--- config.mk ---
export PLATFORM = sky130hd
export DESIGN_NAME = mem_rd_arb
export DESIGN_NICKNAME = d
export VERILOG_FILES = /design/src/rtl/mem_rd_arb_pkg.sv /design/src/rtl/mem_rd_rsp_fifo.sv /design/src/rtl/mem_rd_arb.sv
export SDC_FILE = /design/constraint.sdc
export NUM_CORES = 1
export LEC_CHECK = 0
export ABC_AREA = 1
export CAP_MARGIN = 20
export CORE_MARGIN = 3
export CORE_UTILIZATION = 38
export CTS_CLUSTER_SIZE = 28
export DETAILED_ROUTE_END_ITERATION = 10
export HOLD_SLACK_MARGIN = 0.05
export PLACE_DENSITY = 0.67
export SLEW_MARGIN = 30
export SYNTH_ARGS = -nofsm -noshare
export SYNTH_HDL_FRONTEND = slang
export SYNTH_SLANG_ARGS = --single-unit
export TNS_END_PERCENT = 50
--- constraint.sdc ---
create_clock -name clkB -period 3.2 [get_ports clkB]
set_clock_uncertainty 0.05 [all_clocks]
set_input_delay 0.64 -clock clkB [delete_from_list [all_inputs] [get_ports clkB]]
set_output_delay 0.64 -clock clkB [all_outputs]
set_load 0.01 [all_outputs]
--- src/rtl/mem_rd_arb_pkg.sv ---
// Shared types and constants for the mem_rd_arb read arbiter and its response FIFO.
package mem_rd_arb_pkg;

    localparam int RSP_DATA_W     = 64;  // widest supported WIDTH
    localparam int RSP_ID_W       = 4;   // covers up to 16 requesters
    localparam int RSP_FIFO_DEPTH = 2;
    localparam logic [31:0] CNT_MAX = 32'hFFFF_FFFF;

    typedef struct packed {
        logic [RSP_DATA_W-1:0] data;
        logic [RSP_ID_W-1:0]   id;
        logic                  err;
    } rsp_entry_t;

    // True when at least two bits of the vector are set.
    function automatic logic two_or_more(input logic [15:0] v);
        return (v & (v - 16'd1)) != 16'd0;
    endfunction

endpackage

--- src/rtl/mem_rd_rsp_fifo.sv ---
// Two-entry synchronous response FIFO; head, full, empty and count all come straight from registers.
module mem_rd_rsp_fifo
    import mem_rd_arb_pkg::*;
(
    input  logic       clkB,
    input  logic       rst,
    input  logic       push,
    input  rsp_entry_t push_entry,
    input  logic       pop,
    output logic       full,
    output logic       empty,
    output logic [1:0] count,
    output rsp_entry_t head
);

    localparam int PW = $clog2(RSP_FIFO_DEPTH);
    localparam int CW = $clog2(RSP_FIFO_DEPTH + 1);

    rsp_entry_t     mem_r [RSP_FIFO_DEPTH];
    logic [PW-1:0]  wr_ptr_r;
    logic [PW-1:0]  rd_ptr_r;
    logic [CW-1:0]  count_r;
    logic           full_s;
    logic           empty_s;
    logic           do_push_s;
    logic           do_pop_s;

    assign full_s    = (count_r == CW'(RSP_FIFO_DEPTH));
    assign empty_s   = (count_r == {CW{1'b0}});
    assign do_pop_s  = pop & ~empty_s;
    // A push into a full FIFO is only taken when the head leaves in the same cycle.
    assign do_push_s = push & (~full_s | do_pop_s);

    // Storage, pointers and occupancy.
    always_ff @(posedge clkB) begin
        if (rst) begin
            wr_ptr_r <= {PW{1'b0}};
            rd_ptr_r <= {PW{1'b0}};
            count_r  <= {CW{1'b0}};
            for (int i = 0; i < RSP_FIFO_DEPTH; i++) begin
                mem_r[i] <= '0;
            end
        end else begin
            if (do_push_s) begin
                mem_r[wr_ptr_r] <= push_entry;
                wr_ptr_r <= (wr_ptr_r == PW'(RSP_FIFO_DEPTH - 1)) ? {PW{1'b0}} : wr_ptr_r + PW'(1);
            end
            if (do_pop_s) begin
                rd_ptr_r <= (rd_ptr_r == PW'(RSP_FIFO_DEPTH - 1)) ? {PW{1'b0}} : rd_ptr_r + PW'(1);
            end
            count_r <= count_r + CW'(do_push_s) - CW'(do_pop_s);
        end
    end

    assign full  = full_s;
    assign empty = empty_s;
    assign count = count_r;
    assign head  = mem_r[rd_ptr_r];

endmodule

--- src/rtl/mem_rd_arb.sv ---
// Round-robin read arbiter for one memory read port with a 2-deep, credit-protected response FIFO.
// Optional MEM_RD_ARB_STATS_EN adds conflict_cnt, a saturating count of stalled multi-request cycles.
module mem_rd_arb
    import mem_rd_arb_pkg::*;
#(
    parameter int WIDTH = 32,
    parameter int DEPTH = 512,
    parameter int N_REQ = 4,
    localparam int AW  = $clog2(DEPTH),
    localparam int IDW = $clog2(N_REQ)
) (
    input  logic                 clkB,
    input  logic                 rst,
    input  logic [N_REQ-1:0]     req_valid,
    output logic [N_REQ-1:0]     req_ready,
    input  logic [N_REQ*AW-1:0]  req_addr,
    output logic                 rsp_valid,
    input  logic                 rsp_ready,
    output logic [IDW-1:0]       rsp_id,
    output logic [WIDTH-1:0]     rsp_data,
    output logic                 rsp_err,
`ifdef MEM_RD_ARB_STATS_EN
    output logic [31:0]          conflict_cnt,
`endif
    output logic                 mem_enB,
    output logic [AW-1:0]        mem_addrB,
    input  logic [WIDTH-1:0]     mem_doutB
);

    logic [IDW-1:0] p_r;
    logic           inflight_r;
    logic [IDW-1:0] id_d_r;
    logic           err_d_r;

    logic           win_found_s;
    logic [IDW-1:0] win_idx_s;
    logic [AW-1:0]  win_addr_s;
    logic           in_range_s;
    logic           credit_s;
    logic           accept_s;
    logic           pop_s;
    logic [2:0]     occupancy_s;
    rsp_entry_t     push_entry_s;
    rsp_entry_t     head_s;
    logic           fifo_full_s;
    logic           fifo_empty_s;
    logic [1:0]     fifo_count_s;
    logic           unused_s;

    // Round-robin search starting at the pointer.
    always_comb begin
        win_found_s = 1'b0;
        win_idx_s   = {IDW{1'b0}};
        for (int k = 0; k < N_REQ; k++) begin
            if (!win_found_s && req_valid[(int'(p_r) + k) % N_REQ]) begin
                win_found_s = 1'b1;
                win_idx_s   = IDW'((int'(p_r) + k) % N_REQ);
            end else begin
                win_idx_s   = win_idx_s;
            end
        end
    end

    assign win_addr_s = req_addr[int'(win_idx_s)*AW +: AW];
    assign in_range_s = ({{(32-AW){1'b0}}, win_addr_s} < 32'(DEPTH));

    // Reads in the memory pipeline plus FIFO entries never exceed the FIFO depth.
    assign pop_s       = rsp_valid & rsp_ready;
    assign occupancy_s = 3'(inflight_r) + 3'(fifo_count_s) - 3'(pop_s);
    assign credit_s    = (occupancy_s < 3'(RSP_FIFO_DEPTH));
    assign accept_s    = win_found_s & credit_s & ~rst;

    // One-hot accept towards the winning requester.
    always_comb begin
        req_ready            = {N_REQ{1'b0}};
        req_ready[win_idx_s] = accept_s;
    end

    assign mem_enB   = accept_s & in_range_s;
    assign mem_addrB = win_addr_s;

    // Pointer advance and the one-cycle memory latency stage.
    always_ff @(posedge clkB) begin
        if (rst) begin
            p_r        <= {IDW{1'b0}};
            inflight_r <= 1'b0;
            id_d_r     <= {IDW{1'b0}};
            err_d_r    <= 1'b0;
        end else begin
            inflight_r <= accept_s;
            id_d_r     <= win_idx_s;
            err_d_r    <= ~in_range_s;
            if (accept_s) begin
                p_r <= (int'(win_idx_s) == N_REQ - 1) ? {IDW{1'b0}} : win_idx_s + IDW'(1);
            end
        end
    end

    assign push_entry_s.data = err_d_r ? {RSP_DATA_W{1'b0}} : RSP_DATA_W'(mem_doutB);
    assign push_entry_s.id   = RSP_ID_W'(id_d_r);
    assign push_entry_s.err  = err_d_r;

    mem_rd_rsp_fifo u_rsp_fifo (
        .clkB       (clkB),
        .rst        (rst),
        .push       (inflight_r),
        .push_entry (push_entry_s),
        .pop        (pop_s),
        .full       (fifo_full_s),
        .empty      (fifo_empty_s),
        .count      (fifo_count_s),
        .head       (head_s)
    );

    assign rsp_valid = ~rst & ~fifo_empty_s;
    assign rsp_id    = rsp_valid ? head_s.id[IDW-1:0]     : {IDW{1'b0}};
    assign rsp_data  = rsp_valid ? head_s.data[WIDTH-1:0] : {WIDTH{1'b0}};
    assign rsp_err   = rsp_valid & head_s.err;

    assign unused_s = ^{fifo_full_s, head_s};

`ifdef MEM_RD_ARB_STATS_EN
    logic [31:0] conflict_cnt_r;

    // Saturating count of cycles with competing requests and no accept.
    always_ff @(posedge clkB) begin
        if (rst) begin
            conflict_cnt_r <= 32'd0;
        end else if (two_or_more(16'(req_valid)) && !accept_s && (conflict_cnt_r != CNT_MAX)) begin
            conflict_cnt_r <= conflict_cnt_r + 32'd1;
        end
    end

    assign conflict_cnt = conflict_cnt_r;
`endif

endmodule

==> out/results.ini <==
[layout]
summed_area_of_non_filler_cells_in_the_final_layout_sq_um=6410
layout_commonest_cell=sky130_fd_sc_hd__inv_1
drive_gt1_share_pct=21.3
area_delta_synth_final_pct=42.3
final_cell_mix=sky130_fd_sc_hd__inv_1 (121), sky130_fd_sc_hd__clkdlybuf4s50_1 (107), sky130_fd_sc_hd__nand2_1 (94)
insertedDiodeCount=0
final-instance-count-excl-fill=823
total_nets_final=758

[placed_design]
dp_hpwl_um=7410
port_buffers=123
placement.cell_area_sq_um=6010
placed_cells=799
routability_cong=0.797

[synth]
mappedNetlistArea_sq_um=4510
yosysSeqAreaShare_pct=49.8
synth-seq-cells=78
synthDistinctLibCells=25
synth.yosys.warnings=0
post_synth.cell_area_avg_sq_um=8.47
synth_cells=532
synth_fp_nets=615

[job]
maxCapViolations=0

[sta]
setup_viol=0
maxClockFrequency_mhz=318
rsz_0062_raised_after_global_routing=yes
finalWorstPathRequiredPeriod_ps=3150
fin_hold_ws_ps=447
timing.final.max_slew_violations=0
setup-tns-final_ps=0
hold_viol_final=0
final_min_period_over_clock_period_pct=98.4

[min_path]
hold_end=u_rsp_fifo.wr_ptr_r
timing.hold.worst_path_depth=2
holdCritPathClass=register to register
timing.hold.worst.start=u_rsp_fifo.wr_ptr_r

[critical_path]
critPathMaxFanout=6
worstReg2RegStart=u_rsp_fifo.count[1]
cp-start-kind=primary input
worst-setup-path-type=primary input to output port
critPathLaunch=rst
crit-reg2reg-capture=p_r[1]
worst-r2r-setup-slack_ps=840
critPathRequiredTime_ps=2510
critPathCaptureType=output port
worstRegToRegCells=14
cp_data_arrival_time_ps=2460

[global_route]
grt_pass1_vias=3905
largest_net_degree_at_the_start_of_global_routing=36
track_usage_pct=16.4
grt_overflow_total=0
antenna_found_initial=0
grt_pass1_wl_um=17400

[routing]
drt-initial-drc-count=150
route.detailed.drc=0
drt-vias-per-instance=4.62
drt_first_pass_iters=4
wl_um=10700
dr_total_vias=3804
routedWlPerCell_um=13.0
antenna_violating_nets_post_route=0

[cts]
htree_levels=3
clk-insertion-delay-late_ps=330
clk_transition_reported_paths_ps=50
cts_tree=yes
clock-root-buffer=sky130_fd_sc_hd__clkbuf_16
cts_made_buffers=9
clock-sinks=78
clockBufferDepth=2

[power]
power.switching_fraction_pct=36.3
power.internal_mw=3.01
clockPowerShare_pct=19.6
power.density_nw_per_um2=738
leakage_nw=3.19
vdd_ir_drop_max_mv=0.372
power.switching_mw=1.72
power_frac_comb_pct=50.5
pwr-share-seq_pct=29.9

[floorplan]
core_area_sq_um=11500
num_rows=39
die-width_um=115
initial_core_util_pct=39.1
die_h_um=115
number_of_primary_i_o_pins=125
fp.dieArea_sq_um=13200

[status]
outcome=finished, final reports clean

[per-layer routing]
layer	up-vias	track usage (%)	wire, um
met5	-	0	0
met4	0	6.18	269
met3	29	3.68	806
met2	153	28.1	5140
met1	1716	20.3	4500
li1	1906	-	-
[sequential cells by signal, indices dropped and copies added (netlist names), named ones only]
register / cells
u_rsp_fifo.mem_r: 68
id_d_r: 2
p_r: 2
u_rsp_fifo.count: 2
inflight_r: 1
u_rsp_fifo.rd_ptr_r: 1
u_rsp_fifo.wr_ptr_r: 1
[worst max-delay path by stage]
| stage | slack [ps] | cells after the start | end |
|---|---|---|---|
| global placement | -740 | 13 | req_ready[3] |
| floorplan | -10 | 12 | req_ready[0] |
| finish | 50 | 13 | req_ready[0] |
| CTS | 4 | 13 | req_ready[0] |
| detailed placement | -800 | 13 | req_ready[3] |
| global route | -80 | 15 | mem_addrB[0] |
[per-stage QoR]
stage | power, mW | worst slack (ps) | util (%)
after global routing | 5.07 | -75.6 | 55.7
after detailed placement | 3.66 | -801 | 52.2
after floorplan | 2.71 | -9.76 | -
after global placement | 3.62 | -740 | 52.2
final | 4.73 | 52.7 | 55.7
after CTS | 4.57 | 3.83 | 54.7
[worst max-delay path: stages]
cell	delay, ps
sky130_fd_sc_hd__buf_2	130
sky130_fd_sc_hd__nor2_4	90
sky130_fd_sc_hd__nand2_2	70
sky130_fd_sc_hd__inv_2	60
sky130_fd_sc_hd__ha_4	190
sky130_fd_sc_hd__inv_2	40
sky130_fd_sc_hd__nand2_2	40
sky130_fd_sc_hd__fa_1	500
sky130_fd_sc_hd__o21ai_1	70
sky130_fd_sc_hd__a211oi_2	210
sky130_fd_sc_hd__nand2_4	120
sky130_fd_sc_hd__nor2_1	140
sky130_fd_sc_hd__buf_2	140
[cell families (layout without fill, tap and decap cells)]
kind of cell    Yosys count  after routing  share of synthesized area (%)
simple gates            248            248                           24.0
buf+inv                 152            300                           13.9
flops                    78             78                           49.8
mux                      34             34                           8.50
compound gates            9              9                           1.05
fa+ha+maj                 8              8                           2.39
xor+xnor                  2              2                          0.389
other cells               1              1                         0.0832
[cell usage after synthesis (all sizes together)]
cell type	number	area share [%]
fa	1	0.44
buf	20	2.9
o21ai	5	0.56
inv	130	11
a21oi	3	0.33
ha	7	1.9
mux2	34	8.5
nor2	85	7.7
xor2	2	0.39
nand3	49	6.0
nand2	114	10
a211oi	1	0.17
dfxtp	10	4.4
conb	1	0.083
edfxtp	68	45
clkbuf	2	0.17
[layout make-up]
| class | count | area (sq um) |
|---|---|---|
| clock buffers | 12 | 256 |
| multi-input cells | 302 | 1720 |
| well taps | 143 | 179 |
| inverters | 130 | 488 |
| repair buffers | 154 | 1510 |
| fillers | 1030 | 5100 |
| clock inverters | 4 | 21.3 |
| flip-flops and latches | 78 | 2250 |
[repair_timing]
| item | in CTS | in global routing |
|---|---|---|
| gates resized for setup | 57 | 37 |
| hold buffers | 0 | 0 |
| buffers inserted | 1 | 6 |
| gates cloned | 0 | 1 |
| pin swaps | 8 | 5 |
| endpoints found under the setup margin | 14 | 14 |
[power groups by stage]
stage | registers [mW] | logic [mW] | clock network (mW)
detailed placement | 1.43 | 2.23 | 0
global placement | 1.42 | 2.20 | 0
finish | 1.41 | 2.39 | 0.928
global route | 1.43 | 2.65 | 0.992
floorplan | 1.40 | 1.31 | 0
CTS | 1.42 | 2.20 | 0.950
No activity file was read; power rests on OpenSTA's default activity.
